--- src/rtl/mrelbp_pkg.sv ---
// Shared constants and FSM encoding for the MRELBP R8 sample packer.
package mrelbp_pkg;

    localparam int DATA_W_DEFAULT = 8;
    localparam int N_SAMPLES      = 17;
    localparam int LAST_SLOT      = N_SAMPLES - 1;
    localparam int IDX_W          = 5;

    typedef enum logic {
        ST_IDLE = 1'b0,
        ST_FILL = 1'b1
    } state_t;

endpackage

--- src/rtl/mrelbp_slot_counter.sv ---
// Slot index 0..16 for the sample packer; wraps after the last slot, clears on frame end.
module mrelbp_slot_counter
    import mrelbp_pkg::*;
(
    input  logic             clk,
    input  logic             rst,
    input  logic             inc,
    input  logic             clr,
    output logic [IDX_W-1:0] idx,
    output logic             term,
    output logic             wrap
);

    assign term = (idx == IDX_W'(LAST_SLOT));
    assign wrap = inc && term;

    always_ff @(posedge clk or negedge rst) begin
        if (!rst) begin
            idx <= '0;
        end else if (clr || wrap) begin
            idx <= '0;
        end else if (inc) begin
            idx <= idx + 1'b1;
        end
    end

endmodule

--- src/rtl/mrelbp_r8_sample_packer.sv ---
// Serial-to-parallel packer: 17 samples per bundle for the MRELBP CI R8 stage.
// Define MRELBP_SAMPLER_ZERO_PAD_EN to zero-pad and emit partial bundles at frame end.
module mrelbp_r8_sample_packer
    import mrelbp_pkg::*;
#(
    parameter int DATA_W = DATA_W_DEFAULT,
    parameter int CNT_W  = 16
) (
    input  logic              clk,
    input  logic              rst,
    input  logic [DATA_W-1:0] sample_i,
    input  logic              valid_i,
    input  logic              last_i,
    output logic [DATA_W-1:0] S1,
    output logic [DATA_W-1:0] S2,
    output logic [DATA_W-1:0] S3,
    output logic [DATA_W-1:0] S4,
    output logic [DATA_W-1:0] S5,
    output logic [DATA_W-1:0] S6,
    output logic [DATA_W-1:0] S7,
    output logic [DATA_W-1:0] S8,
    output logic [DATA_W-1:0] S9,
    output logic [DATA_W-1:0] S10,
    output logic [DATA_W-1:0] S11,
    output logic [DATA_W-1:0] S12,
    output logic [DATA_W-1:0] S13,
    output logic [DATA_W-1:0] S14,
    output logic [DATA_W-1:0] S15,
    output logic [DATA_W-1:0] S16,
    output logic [DATA_W-1:0] S17,
    output logic              done_o,
    output logic              frame_done_o,
    output logic [CNT_W-1:0]  bundle_cnt_o,
    output logic              err_o
);

    state_t            state;
    logic [IDX_W-1:0]  idx;
    logic              term;
    logic              wrap;
    logic              frame_end;
    logic              partial;
    logic              emit;
    logic              flag_err;

    logic [DATA_W-1:0] shadow      [LAST_SLOT];
    logic [DATA_W-1:0] bundle_q    [N_SAMPLES];
    logic [DATA_W-1:0] next_bundle [N_SAMPLES];

    assign frame_end = valid_i && last_i;
    assign partial   = frame_end && !term;

`ifdef MRELBP_SAMPLER_ZERO_PAD_EN
    assign emit     = wrap || partial;
    assign flag_err = 1'b0;
`else
    assign emit     = wrap;
    assign flag_err = partial;
`endif

    mrelbp_slot_counter u_slot_counter (
        .clk  (clk),
        .rst  (rst),
        .inc  (valid_i),
        .clr  (frame_end),
        .idx  (idx),
        .term (term),
        .wrap (wrap)
    );

    // Slots below idx come from the shadow, slot idx is the sample arriving now,
    // anything above is zero; a full bundle is just the idx==16 case.
    always_comb begin
        for (int k = 0; k < LAST_SLOT; k++) begin
            next_bundle[k] = '0;
            if (IDX_W'(k) < idx) begin
                next_bundle[k] = shadow[k];
            end else if (IDX_W'(k) == idx) begin
                next_bundle[k] = sample_i;
            end
        end
        next_bundle[LAST_SLOT] = term ? sample_i : '0;
    end

    always_ff @(posedge clk or negedge rst) begin
        if (!rst) begin
            for (int k = 0; k < LAST_SLOT; k++) begin
                shadow[k] <= '0;
            end
        end else if (valid_i && !term) begin
            shadow[idx[IDX_W-2:0]] <= sample_i;
        end
    end

    always_ff @(posedge clk or negedge rst) begin
        if (!rst) begin
            state        <= ST_IDLE;
            done_o       <= 1'b0;
            frame_done_o <= 1'b0;
            err_o        <= 1'b0;
            bundle_cnt_o <= '0;
            bundle_q     <= '{default: '0};
        end else begin
            done_o       <= emit;
            frame_done_o <= frame_end;
            if (flag_err) begin
                err_o <= 1'b1;
            end
            if (emit) begin
                bundle_q <= next_bundle;
            end

            case (state)
                ST_IDLE: if (valid_i) state <= frame_end ? ST_IDLE : ST_FILL;
                ST_FILL: if (frame_end) state <= ST_IDLE;
                default: state <= ST_IDLE;
            endcase

            // A new frame restarts the count; a one-sample padded frame counts itself.
            if (state == ST_IDLE && valid_i) begin
                bundle_cnt_o <= emit ? CNT_W'(1) : '0;
            end else if (emit && bundle_cnt_o != '1) begin
                bundle_cnt_o <= bundle_cnt_o + 1'b1;
            end
        end
    end

    assign S1  = bundle_q[0];
    assign S2  = bundle_q[1];
    assign S3  = bundle_q[2];
    assign S4  = bundle_q[3];
    assign S5  = bundle_q[4];
    assign S6  = bundle_q[5];
    assign S7  = bundle_q[6];
    assign S8  = bundle_q[7];
    assign S9  = bundle_q[8];
    assign S10 = bundle_q[9];
    assign S11 = bundle_q[10];
    assign S12 = bundle_q[11];
    assign S13 = bundle_q[12];
    assign S14 = bundle_q[13];
    assign S15 = bundle_q[14];
    assign S16 = bundle_q[15];
    assign S17 = bundle_q[16];

endmodule

--- config.mk ---
export PLATFORM = sky130hd
export DESIGN_NAME = mrelbp_r8_sample_packer
export DESIGN_NICKNAME = d
export VERILOG_FILES = /design/src/rtl/mrelbp_pkg.sv /design/src/rtl/mrelbp_slot_counter.sv /design/src/rtl/mrelbp_r8_sample_packer.sv
export SDC_FILE = /design/constraint.sdc
export NUM_CORES = 1
export LEC_CHECK = 0
export BUFFER_PORTS_ARGS = -buffer_cell sky130_fd_sc_hd__buf_2
export CAP_MARGIN = 20
export CORE_ASPECT_RATIO = 0.5
export CORE_MARGIN = 5
export CORE_UTILIZATION = 60
export DETAILED_ROUTE_END_ITERATION = 12
export PLACE_DENSITY = 0.93
export SLEW_MARGIN = 40
export SYNTH_ARGS = -nofsm -noshare
export SYNTH_HDL_FRONTEND = slang
export SYNTH_HIERARCHICAL = 1
export SYNTH_SLANG_ARGS = --single-unit
--- constraint.sdc ---
create_clock -name clk -period 5.4 [get_ports clk]
set_clock_uncertainty 0.15 [all_clocks]
set_input_delay 0.27 -clock clk [delete_from_list [all_inputs] [get_ports clk]]
set_output_delay 0.27 -clock clk [all_outputs]
set_load 0.005 [all_outputs]
==> flow_summary_export.csv <==
group,metric,value,unit
route,wl_per_cell,23.7,um
logic_synthesis,synth_top_family_by_area,"multiplexers",
cells_and_area,finish.utilization,70.0,%
status,status,"complete, no violations",
clocking,worst_skew_pair.late_latency,0.55,ns
cells_and_area,finalInstanceArea,0.0144,mm2
route,detail_route.drc_violations,0,
logic_synthesis,yosys.area_share.simple,12.4,%
global_route,groute.usage.overall,28.2,%
setup_path,critPathLaunchType,"flop",
clocking,cts_num_sinks,289,
cells_and_area,top_register,"shadow",
timing,worst-slew-pin-transition,0.870,ns
global_route,wire_length_of_the_first_global_routing_pass,55700,um
route,drtIter0Drc,1655,
logic_synthesis,synth.yosys.warnings,6,
floorplan,floorplan.core_area,0.0206,mm2
floorplan,die_w,215,um
timing,final.hold.worst_slack,0.00416,ns
route,detailedRoute.firstPassIterationCount,8,
clocking,setup_bufs_post_cts,0,
route,wirelength,36300,um
logic_synthesis,muxShareOfSynthArea,13.4,%
setup_path,slowest_stage,"buf_6",
place,detailedPlacementHpwl,20300,um
cells_and_area,antenna_diode_count,0,
timing,time_the_final_worst_path_needs_with_i_o_delays_and_setup,3.39,ns
clocking,ctsRootBufferMaster,"clkbuf_16",
cells_and_area,num-nets-final,1255,
global_route,grt_pass1_vias,10100,
logic_synthesis,synth_ff_type,"dfrtp_1",
timing,achievable-frequency,0.295,GHz
logic_synthesis,area_share_of_fa_ha_maj_cells_after_synthesis,0.298,%
global_route,grt_max_degree,134,
logic_synthesis,compound_gate_fraction_of_synth_area,12.8,%
setup_path,crit_chain,"inv_1 > ha_1 > and4bb_4 > and2_4 > buf_6 > and2_1 > nand2_1 > o21ai_0",
logic_synthesis,share_of_synthesized_area_occupied_by_flip_flops_and_latches,57.5,%
timing,timing.final.max_slew_violations,0,
timing,finalSetupViolations,0,
power_and_ir_drop,report.power.total,5.54,mW
power_and_ir_drop,vdd_drop_max,0.212,mV
clocking,cts-buffers-inserted,25,
timing,min_period_over_period,62.8,%
setup_path,worstPathBufferInverterCount,2,
route,detail-route-antenna-nets,0,
power_and_ir_drop,pwr_density_cell,384,mW/mm2
logic_synthesis,synth_unique_cells,57,
floorplan,start_util,61.1,%
cells_and_area,largest_register_ffs,128,
timing,relSlewSlack,42.0,%
clocking,htreeDepth,1,
floorplan,die_area,0.0241,mm2
logic_synthesis,synth_fp_nets,1139,
setup_path,crit_required,5.69,ns
logic_synthesis,netlist_area,0.0126,mm2
route,drt-vias-per-instance,6.63,
power_and_ir_drop,leakage,7.09,nW
logic_synthesis,ys_seq_elements,289,
global_route,globalRoute.totalOverflow,0,
place,weighted_congestion_at_the_end_of_routability_driven_global_placement,0.866,
timing,hold_viol,0,
route,vias,10100,
cells_and_area,fillCellCount,1224,
timing,setup-tns-final,0,ns
place,placedInstanceArea,0.0135,mm2
logic_synthesis,synth.avg_cell_area,11.2,um2
setup_path,path_type_of_the_worst_setup_path,"reg -> reg",
floorplan,top_level_ports,167,
min_path,hp-class,"in -> reg",
flow_run,max_cap_viol_count,0,
timing,unrepaired_setup_endpoints_after_global_routing,"no",
clocking,tritoncts,"yes",
logic_synthesis,post_synth_xor_area_fraction,0.418,%
clocking,path_clk_slew,0.07,ns
setup_path,cpPeakStageDelay,0.63,ns
floorplan,placement_rows,37,
logic_synthesis,synth_edf_count,0,
setup_path,cp.arrival,3.68,ns
cells_and_area,areaGrowthSynthToFinish,14.6,%
place,port_buffers,166,
floorplan,die_height,112,um
setup_path,critical_path.top_delay_family,"simple AND/OR/NAND/NOR gates",
logic_synthesis,ys_async_sr_fraction,100,%
clocking,clk_path_buf_depth,3,
setup_path,critPathMaxFanout,113,
global_route,antenna_found_initial,0,
setup_path,worst_setup_path_end_kind,"flop",
logic_synthesis,synth_cells,1124,
cells_and_area,post_route_cells_drive_above_1_share,29.5,%
cells_and_area,reg.largest.list,"shadow (128), bundle_cnt_o (16)",
per-layer routing:
metal / vias to the layer above / wire length, um / global-route usage, %
li1: 4244 / - / -
met1: 5030 / 14300 / 37.7
met2: 706 / 17300 / 46.2
met3: 154 / 3270 / 5.69
met4: 0 / 1450 / 11.4
met5: - / 0 / 0
metrics by stage:
stage	std cells	setup slack, ns
floorplan	1124	2.95
global placement	1482	2.17
detailed placement	1484	1.96
CTS	1529	1.85
global route	1529	1.77
finish	1529	2.01
worst reg2reg max path, cell delays in order, from the launching register on:
cell,delay [ns]
dfrtp_1,0.61
inv_1,0.20
ha_1,0.19
and4bb_4,0.31
and2_4,0.52
buf_6,0.64
and2_1,0.44
nand2_1,0.10
o21ai_0,0.13
logic make-up after synthesis:
group	count (synthesis)
AND/OR/NAND/NOR	324
flip-flops	289
adder cells (fa/ha/maj)	3
AO/OA/AOI/OAI	251
multiplexers	153
XOR/XNOR	6
buffers and inverters	98
layout make-up:
cell class	instances	area [um2]	area share, %
multi-input combinational	737	4960	34.4
clock inverter	12	190	1.32
inverter	13	48.8	0.338
tap	273	342	2.37
sequential	289	7230	50.2
timing repair buffer	174	966	6.70
clock buffer	31	678	4.70
path summary, 6_finish.rpt:
check	cells past startpoint	to	slack [ns]	start
min in group asynchronous	3	shadow[49]	0.17	rst
max reg2reg	8	S17[6]	2.01	u_slot_counter/idx[1]
min reg2reg	1	err_o	0.35	err_o
max in group asynchronous	4	S17[7]	3.87	rst
max	8	S17[6]	2.01	u_slot_counter/idx[1]
min	3	flop	0.004	valid_i
cell usage after synthesis (12+ instances only):
| cell | instances | area share, % |
|---|---|---|
| inv_1 | 12 | 0.36 |
| a32oi_1 | 25 | 1.7 |
| o21ai_0 | 13 | 0.52 |
| dfrtp_1 | 289 | 57 |
| and2_1 | 12 | 0.60 |
| mux2_2 | 128 | 11 |
| nor2_1 | 144 | 4.3 |
| nand3_1 | 34 | 1.4 |
| buf_2 | 17 | 0.68 |
| nand2_1 | 63 | 1.9 |
| a22oi_1 | 55 | 3.3 |
| a21oi_1 | 110 | 4.4 |
| clkbuf_1 | 64 | 1.9 |
| a31oi_1 | 24 | 1.2 |
| mux2i_1 | 25 | 2.0 |
| nor2b_1 | 12 | 0.60 |
what timing repair did:
item | CTS | global route
endpoints found under the setup margin | 0 | 0
hold endpoints to repair | 156 | 0
resized for setup | 0 | 0
hold buffers | 2 | 0
power by group:
part / switching [mW] / total, mW / leakage (nW) / internal (mW)
clock network: 0.854 / 1.95 / 0.416 / 1.09
logic: 0.496 / 0.877 / 2.80 / 0.381
registers: 0.243 / 2.72 / 3.87 / 2.47
layout by cell type, fill, tap and decap left out, drive strengths merged, types with 4 or more instances in the layout:
master	n
nor2b	12
nand3	36
mux2i	25
clkinv	5
nand4	9
a31oi	24
a21oi	113
nor2	149
xor2	5
dfrtp	289
a22oi	55
and3	4
inv	13
bufinv	4
and2	12
mux2	128
clkbuf	31
a32oi	25
o21ai	18
buf	172
or3	8
nand2b	6
nand2	66
nor3	7
Note: power is estimated with default switching activity, not from simulation.
